[src/rtl/resource_pkg.sv]
`default_nettype none
// +--------------------------------------------------------------------+
// | resource_pkg : op encodings and source-select type for resource_sched |
// | Rev 1.0                                                             |
// +--------------------------------------------------------------------+
package resource_pkg;

  localparam logic [1:0] OP_INC  = 2'b00;
  localparam logic [1:0] OP_DEC  = 2'b01;
  localparam logic [1:0] OP_FINC = 2'b10;
  localparam logic [1:0] OP_FDEC = 2'b11;

  typedef enum logic [1:0] {
    SRC_NONE  = 2'd0,
    SRC_CLR   = 2'd1,
    SRC_DECAY = 2'd2,
    SRC_REQ   = 2'd3
  } src_e;

endpackage
`default_nettype wire

[src/rtl/resource_sched_rr_picker.sv]
`default_nettype none
// +--------------------------------------------------------------------+
// | rr_picker : round-robin one-hot pick, search ascends from ptr       |
// | Rev 1.0                                                             |
// +--------------------------------------------------------------------+
module rr_picker #(
  parameter int NREQ = 4,
  parameter int PW   = $clog2(NREQ)
) (
  input  logic [NREQ-1:0] req,
  input  logic [PW-1:0]   ptr,
  output logic [NREQ-1:0] grant,
  output logic            valid
);

  logic [NREQ-1:0]   rot;
  logic [NREQ-1:0]   rot_pick;
  logic [2*NREQ-1:0] back;

  // Rotate so ptr lands on bit 0, isolate the lowest set bit, rotate back.
  assign rot      = NREQ'({req, req} >> ptr);
  assign rot_pick = rot & (~rot + NREQ'(1));
  assign back     = {{NREQ{1'b0}}, rot_pick} << ptr;
  assign grant    = back[2*NREQ-1:NREQ] | back[NREQ-1:0];
  assign valid    = |req;

endmodule
`default_nettype wire

[src/rtl/resource_sched.sv]
`default_nettype none
// +--------------------------------------------------------------------+
// | resource_sched : shares one resource counter update port among      |
// | NREQ requesters plus clear and (RESOURCE_SCHED_DECAY_EN) decay.     |
// | Rev 1.0                                                             |
// +--------------------------------------------------------------------+
module resource_sched
  import resource_pkg::*;
#(
  parameter int NREQ         = 4,
  parameter int DECAY_PERIOD = 1024,
  parameter int CW           = 11
) (
  input  logic              clk,
  input  logic              rst_n,
  input  logic [NREQ-1:0]   req,
  input  logic [2*NREQ-1:0] req_op,
  input  logic              clr,
  output logic [NREQ-1:0]   ack,
  output logic              res_inc,
  output logic              res_dec,
  output logic              res_fast,
  output logic              res_setval,
  output logic              busy
);

  localparam int PW = $clog2(NREQ);

  src_e                 src;
  logic [PW-1:0]        ptr;
  logic [NREQ-1:0]      grant;
  logic                 pick_valid;
  logic [NREQ:0][1:0]   op_acc;
  logic [NREQ:0][PW-1:0] ptr_acc;
  logic [1:0]           sel_op;
  logic [PW-1:0]        nxt_ptr;
  logic                 nxt_inc, nxt_dec, nxt_fast, nxt_setval;
  logic [NREQ-1:0]      nxt_ack;

`ifdef RESOURCE_SCHED_DECAY_EN
  logic [CW-1:0] decay_timer;
  logic          decay_pend;
  logic          decay_wrap;

  assign decay_wrap = (decay_timer == CW'(DECAY_PERIOD - 1));

  // Timer free-runs; a wrap while a step is still pending merges into it.
  always_ff @(posedge clk or negedge rst_n) begin
    if (!rst_n) begin
      decay_timer <= '0;
      decay_pend  <= 1'b0;
    end else begin
      decay_timer <= decay_wrap ? '0 : decay_timer + CW'(1);
      decay_pend  <= decay_wrap | (decay_pend & (src != SRC_DECAY));
    end
  end
`else
  logic unused_cfg;
  assign unused_cfg = ^{DECAY_PERIOD[0], CW[0]};
`endif

  rr_picker #(.NREQ(NREQ), .PW(PW)) u_picker (
    .req   (req),
    .ptr   (ptr),
    .grant (grant),
    .valid (pick_valid)
  );

  // One-hot grant folded into the winner's op and the successor pointer.
  assign op_acc[0]  = '0;
  assign ptr_acc[0] = '0;
  for (genvar gi = 0; gi < NREQ; gi++) begin : g_sel
    assign op_acc[gi+1]  = op_acc[gi] | (req_op[2*gi +: 2] & {2{grant[gi]}});
    assign ptr_acc[gi+1] = ptr_acc[gi] | (grant[gi] ? PW'((gi + 1) % NREQ) : '0);
  end
  assign sel_op  = op_acc[NREQ];
  assign nxt_ptr = ptr_acc[NREQ];

  always_comb begin
    src = SRC_NONE;
    if (clr)
      src = SRC_CLR;
`ifdef RESOURCE_SCHED_DECAY_EN
    else if (decay_pend)
      src = SRC_DECAY;
`endif
    else if (pick_valid)
      src = SRC_REQ;
  end

  always_comb begin
    nxt_inc    = 1'b0;
    nxt_dec    = 1'b0;
    nxt_fast   = 1'b0;
    nxt_setval = 1'b0;
    nxt_ack    = '0;
    case (src)
      SRC_CLR:   nxt_setval = 1'b1;
      SRC_DECAY: nxt_dec    = 1'b1;
      SRC_REQ: begin
        nxt_inc  = ~sel_op[0];
        nxt_dec  = sel_op[0];
        nxt_fast = sel_op[1];
        nxt_ack  = grant;
      end
      default: ;
    endcase
  end

  always_ff @(posedge clk or negedge rst_n) begin
    if (!rst_n) begin
      ptr        <= '0;
      ack        <= '0;
      res_inc    <= 1'b0;
      res_dec    <= 1'b0;
      res_fast   <= 1'b0;
      res_setval <= 1'b0;
      busy       <= 1'b0;
    end else begin
      ack        <= nxt_ack;
      res_inc    <= nxt_inc;
      res_dec    <= nxt_dec;
      res_fast   <= nxt_fast;
      res_setval <= nxt_setval;
      busy       <= nxt_inc | nxt_dec | nxt_setval;
      if (src == SRC_REQ)
        ptr <= nxt_ptr;
    end
  end

endmodule
`default_nettype wire

[config.mk]
export PLATFORM = sky130hd
export DESIGN_NAME = resource_sched
export DESIGN_NICKNAME = d
export VERILOG_FILES = /design/src/rtl/resource_pkg.sv /design/src/rtl/resource_sched_rr_picker.sv /design/src/rtl/resource_sched.sv
export SDC_FILE = /design/constraint.sdc
export NUM_CORES = 1
export LEC_CHECK = 0
export BUFFER_PORTS_ARGS = -buffer_cell sky130_fd_sc_hd__buf_2
export CAP_MARGIN = 20
export CELL_PAD_IN_SITES_DETAIL_PLACEMENT = 2
export CELL_PAD_IN_SITES_GLOBAL_PLACEMENT = 2
export CORE_AREA = 2 2 50 52
export DETAILED_ROUTE_END_ITERATION = 7
export DIE_AREA = 0 0 52 54
export GPL_TIMING_DRIVEN = 0
export PLACE_DENSITY = 0.74
export SYNTH_ARGS = -nofsm -noshare
export SYNTH_HDL_FRONTEND = slang
export SYNTH_SLANG_ARGS = --single-unit
[constraint.sdc]
create_clock -name clk -period 1.55 [get_ports clk]
set_clock_uncertainty 0.05 [all_clocks]
set_input_delay 0.31 -clock clk [delete_from_list [all_inputs] [get_ports clk]]
set_output_delay 0.31 -clock clk [all_outputs]
set_load 0.01 [all_outputs]
==> flow_summary.yaml <==
setup_path:
  crit_fanout: 9
  crit_required_ps: 1690
  end_kind: "register"
  arrival_ps: 1620
  worstSetupPathType: "register to register"
  r2r-start: "ptr[0]$_DFFE_PN0N_"
  start_kind: "register"
  r2r_end: "res_inc$_DFF_PN0_"
  reg2regPathDepth: 5
  r2r_slack_ps: 80
final_layout:
  multi_input_area_sq_um: 273
  drive_above_1_share_pct: 45.0
  syn_to_final_growth_pct: 42.2
  mostFrequentLayoutCell: "buf_2"
  num-fill-cells: 264
  regArea_sq_um: 277
  num-nets-final: 96
  final_cell_mix: "buf_2, dfrtp_1, nor2_1"
  antenna_cells: 0
logic_synthesis:
  syn_avg_cell_area_sq_um: 10.2
  synth_compound_area_share_pct: 23.6
  synth-seq-area-share_pct: 51.9
  yosys.area_share.simple_pct: 21.7
  ys_ff_latch: 11
  synth-adder-area-share_pct: 0
  synth_area_sq_um: 531
  synth_top_family_by_area: "compound AO/OA/AOI/OAI gates"
  synth.area.mux_share_pct: 0
  syn-instance-count: 52
  synth.net_count: 67
  yosysWarnings: 0
  synth_xor_area_share_pct: 0
  synth.distinct_cells: 27
cts:
  cts.sinks: 11
  clk_pin_slew_worst_paths_ps: 70
  cts_made_buffers: 3
  cts_root_buf: "clkbuf_4"
  insertion_delay_ps: 260
  htreeDepth: 1
  post-cts-setup-buffer-count: 0
  cts_tree: "done"
  clockBufferDepth: 2
timing:
  final_max_slew_viol_count: 0
  hold_viol: 0
  rsz0062_at_grt: "yes"
  tns_ps: 0
  tightest_slew_ps: 494
  fmax_mhz: 679
  setup_viol_count_final: 0
  fin_crit_sh_pct: 95.0
  relSlewSlack_pct: 66.8
  post-route-min-period_ps: 1470
detailed_routing:
  route.vias.total: 524
  dr.pass1.iters: 2
  drc_errors: 0
  drt-vias-per-instance: 4.76
  drt_iter0_drc: 2
  routedWlPerCell_um: 13.4
  drt-total-wl_mm: 1.47
  drtAntennaViolNets: 0
grt:
  grt_pass1_vias: 534
  grt_first_pass_wirelength_mm: 2.37
  antenna_found_initial: 0
  grt_use_total_pct: 11.4
  grt_max_degree: 12
  grt_remaining_overflow: 0
pwr:
  power.share.clock_pct: 24.4
  swShare_pct: 31.4
  ir_drop_v: 0.000316
  power_density_nw_per_um2: 1000
  net-switching-power_mw: 0.237
  power_leakage_nw: 0.368
  power_frac_comb_pct: 30.3
  seq_power_share_pct: 45.3
  power.total_mw: 0.755
  p_int_mw: 0.518
floorplanning:
  die_area_sq_um: 2810
  rows: 18
  start_util_pct: 22.9
  ios: 24
  die_x_um: 52
  die-height_um: 54
  core_area_sq_um: 2320
place:
  port_buffers: 23
  gp_congestion: 0.763
  dp_hpwl_mm: 1.14
worst_hold_path:
  hold_path.class: "input pin to register"
  min_to: "ack[3]$_DFF_PN0_"
  hold_start: "clr"
  hold_depth: 2
outcome:
  status: "complete, no violations"
run:
  maxCapViolCount: 0
-- final cells by class --
| class | count | share of cell area, % |
|---|---|---|
| sequential | 11 | 36.7 |
| clock buffer | 3 | 2.99 |
| buffer | 2 | 1.99 |
| multi-input combinational | 39 | 36.2 |
| timing repair buffer | 24 | 16.6 |
| clock inverter | 1 | 0.663 |
| tap | 30 | 4.98 |
-- synthesized netlist by cell type (all sizes together) --
| master | number | area share [%] |
|---|---|---|
| nor4 | 1 | 1.2 |
| nand2 | 2 | 1.4 |
| o211ai | 1 | 1.4 |
| o211a | 1 | 1.9 |
| a21bo | 1 | 1.9 |
| o21bai | 1 | 1.4 |
| and3b | 1 | 1.7 |
| nor2 | 8 | 5.7 |
| o21ai | 1 | 0.94 |
| a32oi | 1 | 1.7 |
| or2 | 1 | 1.2 |
| nor2b | 1 | 1.2 |
| clkbuf | 1 | 0.71 |
| a31oi | 3 | 3.5 |
| or3 | 1 | 1.2 |
| o31ai | 1 | 1.4 |
| a211oi | 1 | 1.4 |
| and3 | 3 | 4.0 |
| a21oi | 2 | 1.9 |
| o311ai | 1 | 1.7 |
| o31a | 1 | 1.7 |
| nand3 | 2 | 1.9 |
| a22oi | 2 | 2.8 |
| buf | 1 | 2.1 |
| dfrtp | 11 | 52 |
| nand2b | 2 | 2.4 |
-- critical path, stage by stage (launching register included) --
cell and delay (ps):
dfrtp_1 380, buf_6 140, and3b_1 190, o31a_1 280
a32oi_2 180, and3_1 180
-- per-layer routing --
metal  track usage (%)  up-vias  share of wire, %
met2              20.7       14                53
met5                 0        -                 0
li1                  -      253                 -
met1              13.8      255                41
met4              5.26        0              0.95
met3             0.833        2               5.1
-- power by group through the flow --
stage,combinational (mW),sequential [mW],clock (mW)
after global placement,0.197,0.341,0
after floorplan,0.113,0.351,0
after detailed placement,0.205,0.342,0
final,0.229,0.342,0.184
after global routing,0.256,0.346,0.212
after CTS,0.215,0.339,0.191
-- how the worst max path moves through the flow --
stage	cells after the start	slack, ps	startpoint	endpoint
2_1_floorplan	5	210	ptr[0]$_DFFE_PN0N_	res_inc$_DFF_PN0_
3_3_place_gp	5	-50	req[0]	res_inc$_DFF_PN0_
3_5_place_dp	5	-60	req[0]	res_inc$_DFF_PN0_
4_1_cts	5	50	ptr[0]$_DFFE_PN0N_	res_inc$_DFF_PN0_
5_1_grt	5	-8	ptr[0]$_DFFE_PN0N_	res_inc$_DFF_PN0_
6_report	5	80	ptr[0]$_DFFE_PN0N_	res_inc$_DFF_PN0_
-- cells by family (layout without fill, tap and decap cells) --
group / count (synthesis) / after routing
compound gates: 17 / 17
buf+inv: 2 / 30
flops: 11 / 11
simple gates: 22 / 22
-- metrics by stage --
stage | instances | hold WS, ps | utilization, % | setup WS, ps | area (sq um)
final | 110 | 216 | 32.5 | 77.4 | 754
after floorplan | 52 | -35.6 | - | 206 | 531
after global placement | 105 | 133 | 29.4 | -48.7 | 683
after detailed placement | 105 | 139 | 29.4 | -60.6 | 683
after CTS | 110 | 219 | 31.6 | 46.9 | 733
after global routing | 110 | 224 | 32.5 | -7.91 | 754
-- state kept, by name, indices dropped and copies added, names as in the netlist --
signal      cells
ack             4
res_setval      1
res_fast        1
res_dec         1
busy            1
res_inc         1
ptr             2
-- timing repair --
action | in CTS | in global routing
hold buffers | 1 | 0
setup endpoints to repair | 1 | 2
pin swaps | 0 | 0
resized for setup | 2 | 4
hold endpoints to repair | 11 | 0
(Power assumes the default switching activity.)
